--- config.mk ---
export PLATFORM = sky130hd
export DESIGN_NAME = ssc_txn_ctrl
export DESIGN_NICKNAME = d
export VERILOG_FILES = /design/src/rtl/ssc_txn_ctrl.sv
export SDC_FILE = /design/constraint.sdc
export NUM_CORES = 1
export LEC_CHECK = 0
export CELL_PAD_IN_SITES_DETAIL_PLACEMENT = 0
export CELL_PAD_IN_SITES_GLOBAL_PLACEMENT = 2
export CORE_MARGIN = 2
export CORE_UTILIZATION = 37
export DETAILED_ROUTE_END_ITERATION = 8
export PLACE_DENSITY_LB_ADDON = 0.1
export SYNTH_ARGS = -nofsm -noshare
export SYNTH_HDL_FRONTEND = slang
export SYNTH_SLANG_ARGS = --single-unit
--- constraint.sdc ---
create_clock -name CLK -period 3.2 [get_ports CLK]
set_input_delay 0.32 -clock CLK [delete_from_list [all_inputs] [get_ports CLK]]
set_output_delay 0.32 -clock CLK [all_outputs]
set_load 0.02 [all_outputs]
--- src/rtl/ssc_txn_ctrl.sv ---
// ssc_txn_ctrl: request FIFO and single-outstanding launcher in front of the SSC serial core.
// Define SSC_TIMEOUT_EN to build a watchdog that aborts a transaction the core never finishes.
module ssc_txn_ctrl #(
  parameter int FIFO_DEPTH     = 4,
  parameter int TIMEOUT_CYCLES = 4095
) (
  input  logic                        CLK,
  input  logic                        reset,
  input  logic                        req_valid,
  output logic                        req_ready,
  input  logic                        req_dir,
  input  logic [4:0]                  req_cmd,
  input  logic [5:0]                  req_len,
  input  logic [4:0]                  req_div,
  input  logic [47:0]                 req_data,
  output logic                        rsp_valid,
  input  logic                        rsp_ready,
  output logic [4:0]                  rsp_cmd,
  output logic [1:0]                  rsp_status,
  output logic [47:0]                 rsp_data,
  output logic [$clog2(FIFO_DEPTH):0] fifo_level,
  output logic                        sscGo,
  output logic                        sscDir,
  output logic [4:0]                  sscCommand,
  output logic [5:0]                  sscDataLength,
  output logic [4:0]                  sscClkDivider,
  output logic [47:0]                 sscDataIn,
  input  logic                        sscBusy,
  input  logic [47:0]                 sscDataOut
);

  localparam int AW = $clog2(FIFO_DEPTH);
  localparam int LW = AW + 1;
  localparam logic [1:0] ST_OK      = 2'b00;
  localparam logic [1:0] ST_ERR_LEN = 2'b10;
  localparam logic [1:0] ST_TIMEOUT = 2'b11;
  localparam logic [5:0] MAX_LEN    = 6'd48;

  typedef struct packed {
    logic        dir;
    logic [4:0]  cmd;
    logic [5:0]  len;
    logic [4:0]  div;
    logic [47:0] data;
  } req_t;

  typedef enum logic [1:0] {IDLE, LAUNCH, WAIT_DONE, RESPOND} state_e;

  req_t          mem_q [FIFO_DEPTH];
  logic [AW-1:0] wr_ptr_q, wr_ptr_d;
  logic [AW-1:0] rd_ptr_q, rd_ptr_d;
  logic [LW-1:0] level_q, level_d;
  logic          push, pop;
  req_t          head, req_in, hold_q;
  state_e        state_q;
  logic          go_q;
  logic          rsp_valid_q;
  logic [1:0]    status_q;
  logic [4:0]    rsp_cmd_q;
  logic [47:0]   rsp_data_q;
  logic          wdog_hit;

  // Keeps only the low len bits of the core shift register (len is 0..48 here).
  function automatic logic [47:0] len_mask(input logic [5:0] len);
    logic [48:0] ones;
    ones = (49'd1 << len) - 49'd1;
    return ones[47:0];
  endfunction

`ifdef SSC_TIMEOUT_EN
  localparam int CW = $clog2(TIMEOUT_CYCLES + 1);
  logic [CW-1:0] wdog_q;
  assign wdog_hit = (wdog_q == CW'(TIMEOUT_CYCLES - 1));
`else
  assign wdog_hit = 1'b0;
`endif

  assign req_in    = '{dir: req_dir, cmd: req_cmd, len: req_len, div: req_div, data: req_data};
  assign req_ready = (level_q != LW'(FIFO_DEPTH));
  assign push      = req_valid & req_ready;
  assign pop       = (state_q == IDLE) && (level_q != '0) && !sscBusy;
  assign head      = mem_q[rd_ptr_q];

  always_comb begin
    wr_ptr_d = wr_ptr_q;
    rd_ptr_d = rd_ptr_q;
    level_d  = level_q;
    if (push) wr_ptr_d = wr_ptr_q + 1'b1;
    if (pop)  rd_ptr_d = rd_ptr_q + 1'b1;
    if (push && !pop)      level_d = level_q + 1'b1;
    else if (pop && !push) level_d = level_q - 1'b1;
  end

  always_ff @(posedge CLK) begin
    if (push) mem_q[wr_ptr_q] <= req_in;
  end

  always_ff @(posedge CLK) begin
    if (reset) begin
      wr_ptr_q <= '0;
      rd_ptr_q <= '0;
      level_q  <= '0;
    end else begin
      wr_ptr_q <= wr_ptr_d;
      rd_ptr_q <= rd_ptr_d;
      level_q  <= level_d;
    end
  end

  // Transaction sequencer; every output it owns is a register.
  always_ff @(posedge CLK) begin
    if (reset) begin
      state_q     <= IDLE;
      go_q        <= 1'b0;
      hold_q      <= '0;
      rsp_valid_q <= 1'b0;
      status_q    <= ST_OK;
      rsp_cmd_q   <= '0;
      rsp_data_q  <= '0;
`ifdef SSC_TIMEOUT_EN
      wdog_q      <= '0;
`endif
    end else begin
`ifdef SSC_TIMEOUT_EN
      if (state_q == LAUNCH || state_q == WAIT_DONE) wdog_q <= wdog_q + 1'b1;
      else                                           wdog_q <= '0;
`endif
      case (state_q)
        IDLE: begin
          if (pop) begin
            hold_q <= head;
            if (head.len > MAX_LEN) begin
              rsp_valid_q <= 1'b1;
              status_q    <= ST_ERR_LEN;
              rsp_cmd_q   <= head.cmd;
              rsp_data_q  <= '0;
              state_q     <= RESPOND;
            end else begin
              go_q    <= 1'b1;
              state_q <= LAUNCH;
            end
          end
        end
        LAUNCH: begin
          if (sscBusy) begin
            go_q    <= 1'b0;
            state_q <= WAIT_DONE;
          end else if (wdog_hit) begin
            go_q        <= 1'b0;
            rsp_valid_q <= 1'b1;
            status_q    <= ST_TIMEOUT;
            rsp_cmd_q   <= hold_q.cmd;
            rsp_data_q  <= '0;
            state_q     <= RESPOND;
          end
        end
        WAIT_DONE: begin
          if (!sscBusy) begin
            rsp_valid_q <= 1'b1;
            status_q    <= ST_OK;
            rsp_cmd_q   <= hold_q.cmd;
            rsp_data_q  <= hold_q.dir ? '0 : (sscDataOut & len_mask(hold_q.len));
            state_q     <= RESPOND;
          end else if (wdog_hit) begin
            rsp_valid_q <= 1'b1;
            status_q    <= ST_TIMEOUT;
            rsp_cmd_q   <= hold_q.cmd;
            rsp_data_q  <= '0;
            state_q     <= RESPOND;
          end
        end
        RESPOND: begin
          if (rsp_ready) begin
            rsp_valid_q <= 1'b0;
            state_q     <= IDLE;
          end
        end
        default: state_q <= IDLE;
      endcase
    end
  end

  assign rsp_valid     = rsp_valid_q;
  assign rsp_status    = status_q;
  assign rsp_cmd       = rsp_cmd_q;
  assign rsp_data      = rsp_data_q;
  assign fifo_level    = level_q;
  assign sscGo         = go_q;
  assign sscDir        = hold_q.dir;
  assign sscCommand    = hold_q.cmd;
  assign sscDataLength = hold_q.len;
  assign sscClkDivider = hold_q.div;
  assign sscDataIn     = hold_q.data;

endmodule

# Word-level counts from Yosys, hierarchy flattened
# Memories as Yosys holds them, arrays and structs flattened. A register that Yosys moved wholly into a read port is not among the register bits.
# Index checks and enable logic that the tools add are counted.
op_classes:
  n_addsub: 5
  n_lt_le_gt_ge: 1
  n_eq_ne: 10
  shifts: 1
  n_mux: 34
  bitwise: 3
  n_reduce_logical: 17
op_table:
  columns: ["op", "count"]
  rows:
  - ["48-bit two-way mux", 4]
  - ["48-bit case mux with 2 select lines", 1]
  - ["48-bit bitwise AND", 1]
  - ["1-bit by 6-bit << shifter with 48-bit output, first input constant", 1]
  - ["48-bit by 1-bit subtractor with 48-bit output, second input constant", 1]
  - ["2-bit two-way mux", 10]
  - ["5-bit two-way mux", 3]
  - ["4-bit AND reduction", 3]
  - ["2-bit != test, second input constant", 5]
  - ["5-bit case mux with 2 select lines", 1]
  - ["1-bit two-way mux", 9]
  - ["2-bit case mux with 4 select lines", 1]
  - ["6-bit > comparator, second input constant", 1]
  - ["3-bit two-way mux", 2]
  - ["2-bit nonzero test", 3]
  - ["5-bit AND reduction", 1]
  - ["2-bit by 1-bit adder with 2-bit output, second input constant", 2]
  - ["2-bit == test, second input constant", 2]
  - ["1-bit logical AND", 4]
  - ["2-bit case mux with 2 select lines", 1]
  - ["3-bit by 1-bit adder with 3-bit output, second input constant", 1]
  - ["1-bit zero test", 3]
  - ["3-bit != test, second input constant", 1]
  - ["1-bit case mux with 3 select lines", 1]
  - ["9 further kinds", 9]
word_totals:
  register_bits: 131
  mem_bits_rw: 260
  inputBits: 118
  out_inout_bits: 126
  n_memories: 1
memory_table:
  columns: ["name", "depth", "word_bits", "read_ports", "rd_ports_with_merged_regs", "wr", "line", "rtl"]
  rows:
  - ["mem_q", 4, 65, 1, 1, 1, "49", "req_t mem_q [FIFO_DEPTH];"]

# Depth between registers and ports, before layout
depth:
  word_depth: 6
  depth_mapped: 12

# Least setup slack after synthesis
# No wires, ideal clock.
synth_path:
  kind: "register -> register"
  startpoint: "register level_q[0], in the netlist fifo_level[0]"
  endpoint: "memory mem_q[0][0] in the netlist's numbering, enable pin"
  arrival_ns: 2.461
  setup_slack_ns: 0.309
  path_stages_with_launch: 4
  synth_period_minus_slack_ns: 2.891
  cell_sequence: "dfxtp_1 > nor2_1 > nand2_1 > and3_1"
synth_between:
  elab_chain_len: 4
synth_lines:
  columns: ["item", "line", "rtl"]
  rows:
  - ["start, declared", "52", "logic [LW-1:0] level_q, level_d;"]
  - ["start signal, assigned", "106", "level_q <= level_d;"]
  - ["3-bit != test", "79", "assign req_ready = (level_q != LW'(FIFO_DEPTH));"]
  - ["named net req_ready", "10", "output logic req_ready,"]
  - ["1-bit bitwise AND", "80", "assign push = req_valid & req_ready;"]
  - ["1-bit two-way mux", "95", "if (push) mem_q[wr_ptr_q] <= req_in;"]
  - ["1-bit two-way mux (not written as such)", "95", null]
  - ["end, declared", "49", null]
# The timed path passes the listed nets, and every way through them passes these cells.

==> run summary <==
CLOCK NETWORK
-----------------------------------------------------------------------------------------------------------------
TritonCTS buffer count                                                                                         44
Root buffer selected by CTS                                                                          sky130_fd_sc_hd__clkbuf_16
Number of H-tree levels                                                                                         2
Max Root-Sink Buffers                                                                                           3
Number of hold-repair buffers added at the cts stage                                                            0
Post-cts gate resize count                                                                                      0
Number of sinks on the clock net                                                                              392
CTS clock-pin slew for the worst setup and hold paths                                                     0.06 ns
Clock latency of the later-clocked register in the worst-skew pair                                        0.57 ns
Clock tree from TritonCTS                                                                                   built
Setup Fix Bufs, Post-CTS                                                                                        0

PLACED DESIGN
-----------------------------------------------------------------------------------------------------------------
Post-place instance area                                                                             0.0185 sq mm
Worst setup slack before clock tree synthesis                                                            0.427 ns
Quantity of I/O buffers inserted on ports                                                                     242
Weighted congestion at the end of routability-driven global placement                                       0.791
Final HPWL from detailed placement                                                                   25400 microns

GLOBAL ROUTE
-----------------------------------------------------------------------------------------------------------------
Total Routing Usage GR                                                                                      18.5%
Wire length of the first global-routing pass                                                         61200 microns
Aggregate global routing overflow                                                                               0
Initial antenna violation count                                                                                 3
Pin count of the biggest net entering global routing                                                           69
Number of global-route vias before repair                                                                   10100

SYNTH
-----------------------------------------------------------------------------------------------------------------
Post-synth top area share                                                                                   50.8%
Largest family of logic cells by synthesized area                                                    multiplexers
Yosys warnings                                                                                                  0
Synthesized net count                                                                                        1212
Share of synthesized flip-flops with an asynchronous set or reset                                              0%
FF+latch count, synth                                                                                         392
Simple logic cell fraction of the synthesized area                                                          8.58%
Arithmetic-cell share of the synthesized area counting full adders, half adders and majority gates         0.944%
Top post-synthesis cells by area                                                                     sky130_fd_sc_hd__edfxtp_1, sky130_fd_sc_hd__dfxtp_1, sky130_fd_sc_hd__mux4_2
Compound-gate portion of the synthesized area                                                               9.10%
Cell taking the most area after synthesis                                                            sky130_fd_sc_hd__edfxtp_1
Most common flop cell mapped by yosys                                                                sky130_fd_sc_hd__edfxtp_1
Unique masters post-synth                                                                                      68
Share of synthesized area occupied by flip-flops and latches                                                68.0%
Post-synthesis xor/xnor area fraction                                                                      0.683%
Avg Synthesized Cell Area                                                                              14.2 sq um
Number of cells produced by synthesis                                                                        1083
Portion of netlist area occupied by mux cells                                                               10.1%
Number of synthesized flops with an enable pin                                                                260
Cell area after technology mapping                                                                   0.0154 sq mm

POWER AND IR DROP
-----------------------------------------------------------------------------------------------------------------
Switching Fraction                                                                                          32.3%
Leakage power                                                                                          0.00649 uW
Portion of total power attributed to sequential cells                                                       39.0%
P_sw                                                                                                      5290 uW
Logic pwr share                                                                                             31.1%
Internal portion of total power                                                                          11100 uW
Clock share of power                                                                                        30.0%
Peak ir drop on the vdd network                                                                        0.000470 V
Power density over the cells                                                                          824 mW/mm^2

FINAL LAYOUT
-----------------------------------------------------------------------------------------------------------------
Final design instance area without fill                                                              0.0199 sq mm
Share of post-route cells with drive strength above 1                                                       13.4%
Number of nets in the layout                                                                                 1452
Layout area overhead                                                                                        29.2%
Count of inserted antenna diode cells                                                                           0

HOLD PATH
-----------------------------------------------------------------------------------------------------------------
Class of the worst hold path                                                                               in2reg
Number of instances on the worst hold path                                                                      3
Hold Path End                                                                                        rsp_data[37]
Startpoint of the lowest-slack hold path                                                             sscDataOut[37]

STA
-----------------------------------------------------------------------------------------------------------------
PnR worst setup slack                                                                                    0.480 ns
Count of pins over their slew limit                                                                             0
FMAX                                                                                                      368 MHz
Largest clock skew in the final design                                                                  0.0216 ns
Minimum period implied by the final worst setup slack                                                     2.72 ns
Slew HR                                                                                                     36.1%
Number of failing hold endpoints at the final stage                                                             0
Setup Viol. Count Final                                                                                         0
Transition time at the pin with the least slew margin                                                    0.957 ns
Share of the clock period used by the worst path after layout                                               85.0%
Sum of negative setup slack                                                                                  0 ns
Setup repair after global routing missed its margin                                                         false

DIE
-----------------------------------------------------------------------------------------------------------------
FP Rows                                                                                                        74
Die Y-Extent                                                                                          208 microns
Total die area                                                                                       0.0432 sq mm
Starting Density                                                                                            37.6%
Core area                                                                                            0.0409 sq mm
IO Count                                                                                                      244
Width of the die                                                                                      208 microns

CRITICAL PATH
-----------------------------------------------------------------------------------------------------------------
Worst path max stage delay                                                                                0.60 ns
Reg-to-reg slack, setup                                                                                   0.48 ns
Largest delay share family, worst path                                                               simple AND/OR/NAND/NOR gates
Endpoint class of the critical path                                                                      register
Worst reg2reg endpoint                                                                               rsp_data[25]
Critical path data arrival time                                                                           3.22 ns
Sort of element at the start of the critical path                                                        register
Crit path kind                                                                                            reg2reg
Register-to-Register Path Depth                                                                                 6
Worst path bufs/invs                                                                                            1
Slowest library cell on the worst path                                                               sky130_fd_sc_hd__mux4_2
Top fanout value on the critical path                                                                          35
Critical Path, Cell by Cell                                                                          buf_4 > mux4_2 > and2_1 > a31o_4 > nor2_8 > a22o_1
Data required time of the worst path                                                                      3.70 ns

DRT
-----------------------------------------------------------------------------------------------------------------
WL per Instance                                                                                      21.2 microns
Remaining antenna violation count after routing                                                                 0
Violation count after the first detailed-routing iteration                                                    505
Via-per-instance ratio                                                                                       5.18
Number of remaining DRC errors                                                                                  0
Sum of routed wire length over all layers                                                            40000 microns
Router iterations before antenna repair                                                                         5
DR vias                                                                                                      9794

RUN STATUS
-----------------------------------------------------------------------------------------------------------------
Run status                                                                                           finished clean

JOB
-----------------------------------------------------------------------------------------------------------------
# Max-Cap Violations                                                                                            0

==> per-stage QoR <==
| stage | hold WS, ns | total power (uW) | util, % | cells |
|---|---|---|---|---|
| floorplan | 0.419 | 9750 | - | 1083 |
| global placement | 0.438 | 11700 | 45.1 | 1809 |
| detailed placement | 0.445 | 11700 | 45.1 | 1809 |
| CTS | 0.306 | 16700 | 48.6 | 1889 |
| global route | 0.324 | 17300 | 48.6 | 1889 |
| finish | 0.343 | 16400 | 48.6 | 1889 |
==> cell families (layout without fill, tap and decap cells) <==
family,count (synthesis),in the layout
adder cells (fa/ha/maj),11,11
multiplexers,74,74
other,1,1
AND/OR/NAND/NOR,289,289
AO/OA/AOI/OAI,208,208
XOR/XNOR,12,12
buffers and inverters,96,370
flip-flops,392,392
==> layout make-up <==
type	instances	area (sq um)
well taps	532	666
flip-flops and latches	392	10500
clock buffers	58	1210
inverters	17	63.8
fillers	3650	21100
clock inverters	22	201
multi-input cells	595	4570
repair buffers	273	2700
==> power groups by stage <==
stage	combinational, uW	clock (uW)	sequential (uW)
after detailed placement	5190	0	6500
after floorplan	3020	0	6730
after CTS	5200	5060	6400
after global routing	5590	5260	6450
final	5090	4910	6390
after global placement	5190	0	6490
==> worst max-delay path by stage <==
| stage | startpoint | to | slack [ns] | depth (start not counted) |
|---|---|---|---|---|
| floorplan | fifo_level[0] | mem_q[0][0] | 0.31 | 3 |
| CTS | register | rsp_data[25] | 0.41 | 6 |
| global route | register | rsp_data[31] | 0.30 | 6 |
| finish | register | rsp_data[25] | 0.48 | 6 |
| global placement | register | rsp_data[43] | 0.45 | 6 |
| detailed placement | register | rsp_data[43] | 0.43 | 6 |
==> registers in the layout (all words and copies together) (netlist names), named ones only <==
name and count:
mem_q 260, rsp_data 48, sscDataIn 48, sscDataLength 6, rsp_cmd 5, sscClkDivider 5
sscCommand 5, fifo_level 3, rd_ptr_q 2, state_q 2, wr_ptr_q 2, rsp_status 1
rsp_valid 1, sscDir 1, sscGo 1
==> cell usage after synthesis, types with 2 or more instances <==
master / instances
sky130_fd_sc_hd__xnor2_1: 6
sky130_fd_sc_hd__nor2b_1: 10
sky130_fd_sc_hd__o31ai_1: 4
sky130_fd_sc_hd__a31oi_1: 6
sky130_fd_sc_hd__o311ai_0: 2
sky130_fd_sc_hd__and2_1: 4
sky130_fd_sc_hd__nor3_1: 7
sky130_fd_sc_hd__dfxtp_1: 132
sky130_fd_sc_hd__nand2b_1: 7
sky130_fd_sc_hd__nand3b_1: 2
sky130_fd_sc_hd__inv_1: 17
sky130_fd_sc_hd__o22ai_1: 9
sky130_fd_sc_hd__clkbuf_1: 60
sky130_fd_sc_hd__o211ai_1: 2
sky130_fd_sc_hd__o32ai_1: 2
sky130_fd_sc_hd__o2bb2ai_1: 5
sky130_fd_sc_hd__o21a_1: 2
sky130_fd_sc_hd__ha_1: 10
sky130_fd_sc_hd__nand4_1: 10
sky130_fd_sc_hd__edfxtp_1: 260
sky130_fd_sc_hd__mux4_2: 65
sky130_fd_sc_hd__a21boi_0: 2
sky130_fd_sc_hd__and3_1: 8
sky130_fd_sc_hd__xor2_1: 6
sky130_fd_sc_hd__o2111ai_1: 4
sky130_fd_sc_hd__a21oi_1: 96
sky130_fd_sc_hd__nor4_1: 5
sky130_fd_sc_hd__nor2_1: 30
sky130_fd_sc_hd__or3_1: 6
sky130_fd_sc_hd__buf_2: 4
sky130_fd_sc_hd__a32o_1: 28
sky130_fd_sc_hd__a211oi_1: 7
sky130_fd_sc_hd__a22o_1: 7
sky130_fd_sc_hd__a311oi_1: 4
sky130_fd_sc_hd__o31a_1: 2
sky130_fd_sc_hd__mux2i_1: 8
sky130_fd_sc_hd__or2_2: 3
sky130_fd_sc_hd__nor3b_1: 3
sky130_fd_sc_hd__o21ai_0: 14
sky130_fd_sc_hd__buf_6: 4
sky130_fd_sc_hd__buf_1: 10
sky130_fd_sc_hd__nand3_1: 12
sky130_fd_sc_hd__nand2_1: 172
sky130_fd_sc_hd__or4_1: 2
==> layer usage <==
| metal | GRT usage (%) | wire, microns | vias up | share of wire (%) |
|---|---|---|---|---|
| met5 | 0 | 32 | - | 0.080 |
| met4 | 5.26 | 767 | 6 | 1.9 |
| met3 | 4.31 | 2300 | 60 | 5.8 |
| met2 | 31.4 | 19700 | 244 | 49 |
| met1 | 23.6 | 17200 | 4867 | 43 |
| li1 | - | - | 4617 | - |
==> tightest hold or removal path: stages <==
cell and delay (ns):
sky130_fd_sc_hd__clkdlybuf4s50_1 0.40, sky130_fd_sc_hd__nand3b_1 0.08, sky130_fd_sc_hd__o2bb2ai_1 0.05
==> cells in the final DEF, fill, tap and decap left out, types with 8 or more instances in the layout <==
master / instances
sky130_fd_sc_hd__a21oi_1: 96
sky130_fd_sc_hd__a32o_1: 28
sky130_fd_sc_hd__buf_4: 28
sky130_fd_sc_hd__clkbuf_1: 9
sky130_fd_sc_hd__clkbuf_16: 45
sky130_fd_sc_hd__clkdlybuf4s50_1: 241
sky130_fd_sc_hd__clkinv_2: 10
sky130_fd_sc_hd__dfxtp_1: 130
sky130_fd_sc_hd__edfxtp_1: 260
sky130_fd_sc_hd__ha_1: 10
sky130_fd_sc_hd__inv_1: 16
sky130_fd_sc_hd__mux2i_1: 8
sky130_fd_sc_hd__mux4_2: 65
sky130_fd_sc_hd__nand2_1: 172
sky130_fd_sc_hd__nand3_1: 12
sky130_fd_sc_hd__nand4_1: 10
sky130_fd_sc_hd__nor2_1: 30
sky130_fd_sc_hd__nor2b_1: 10
sky130_fd_sc_hd__o21ai_0: 14
sky130_fd_sc_hd__o22ai_1: 9
No activity file was read; power rests on OpenSTA's default activity.
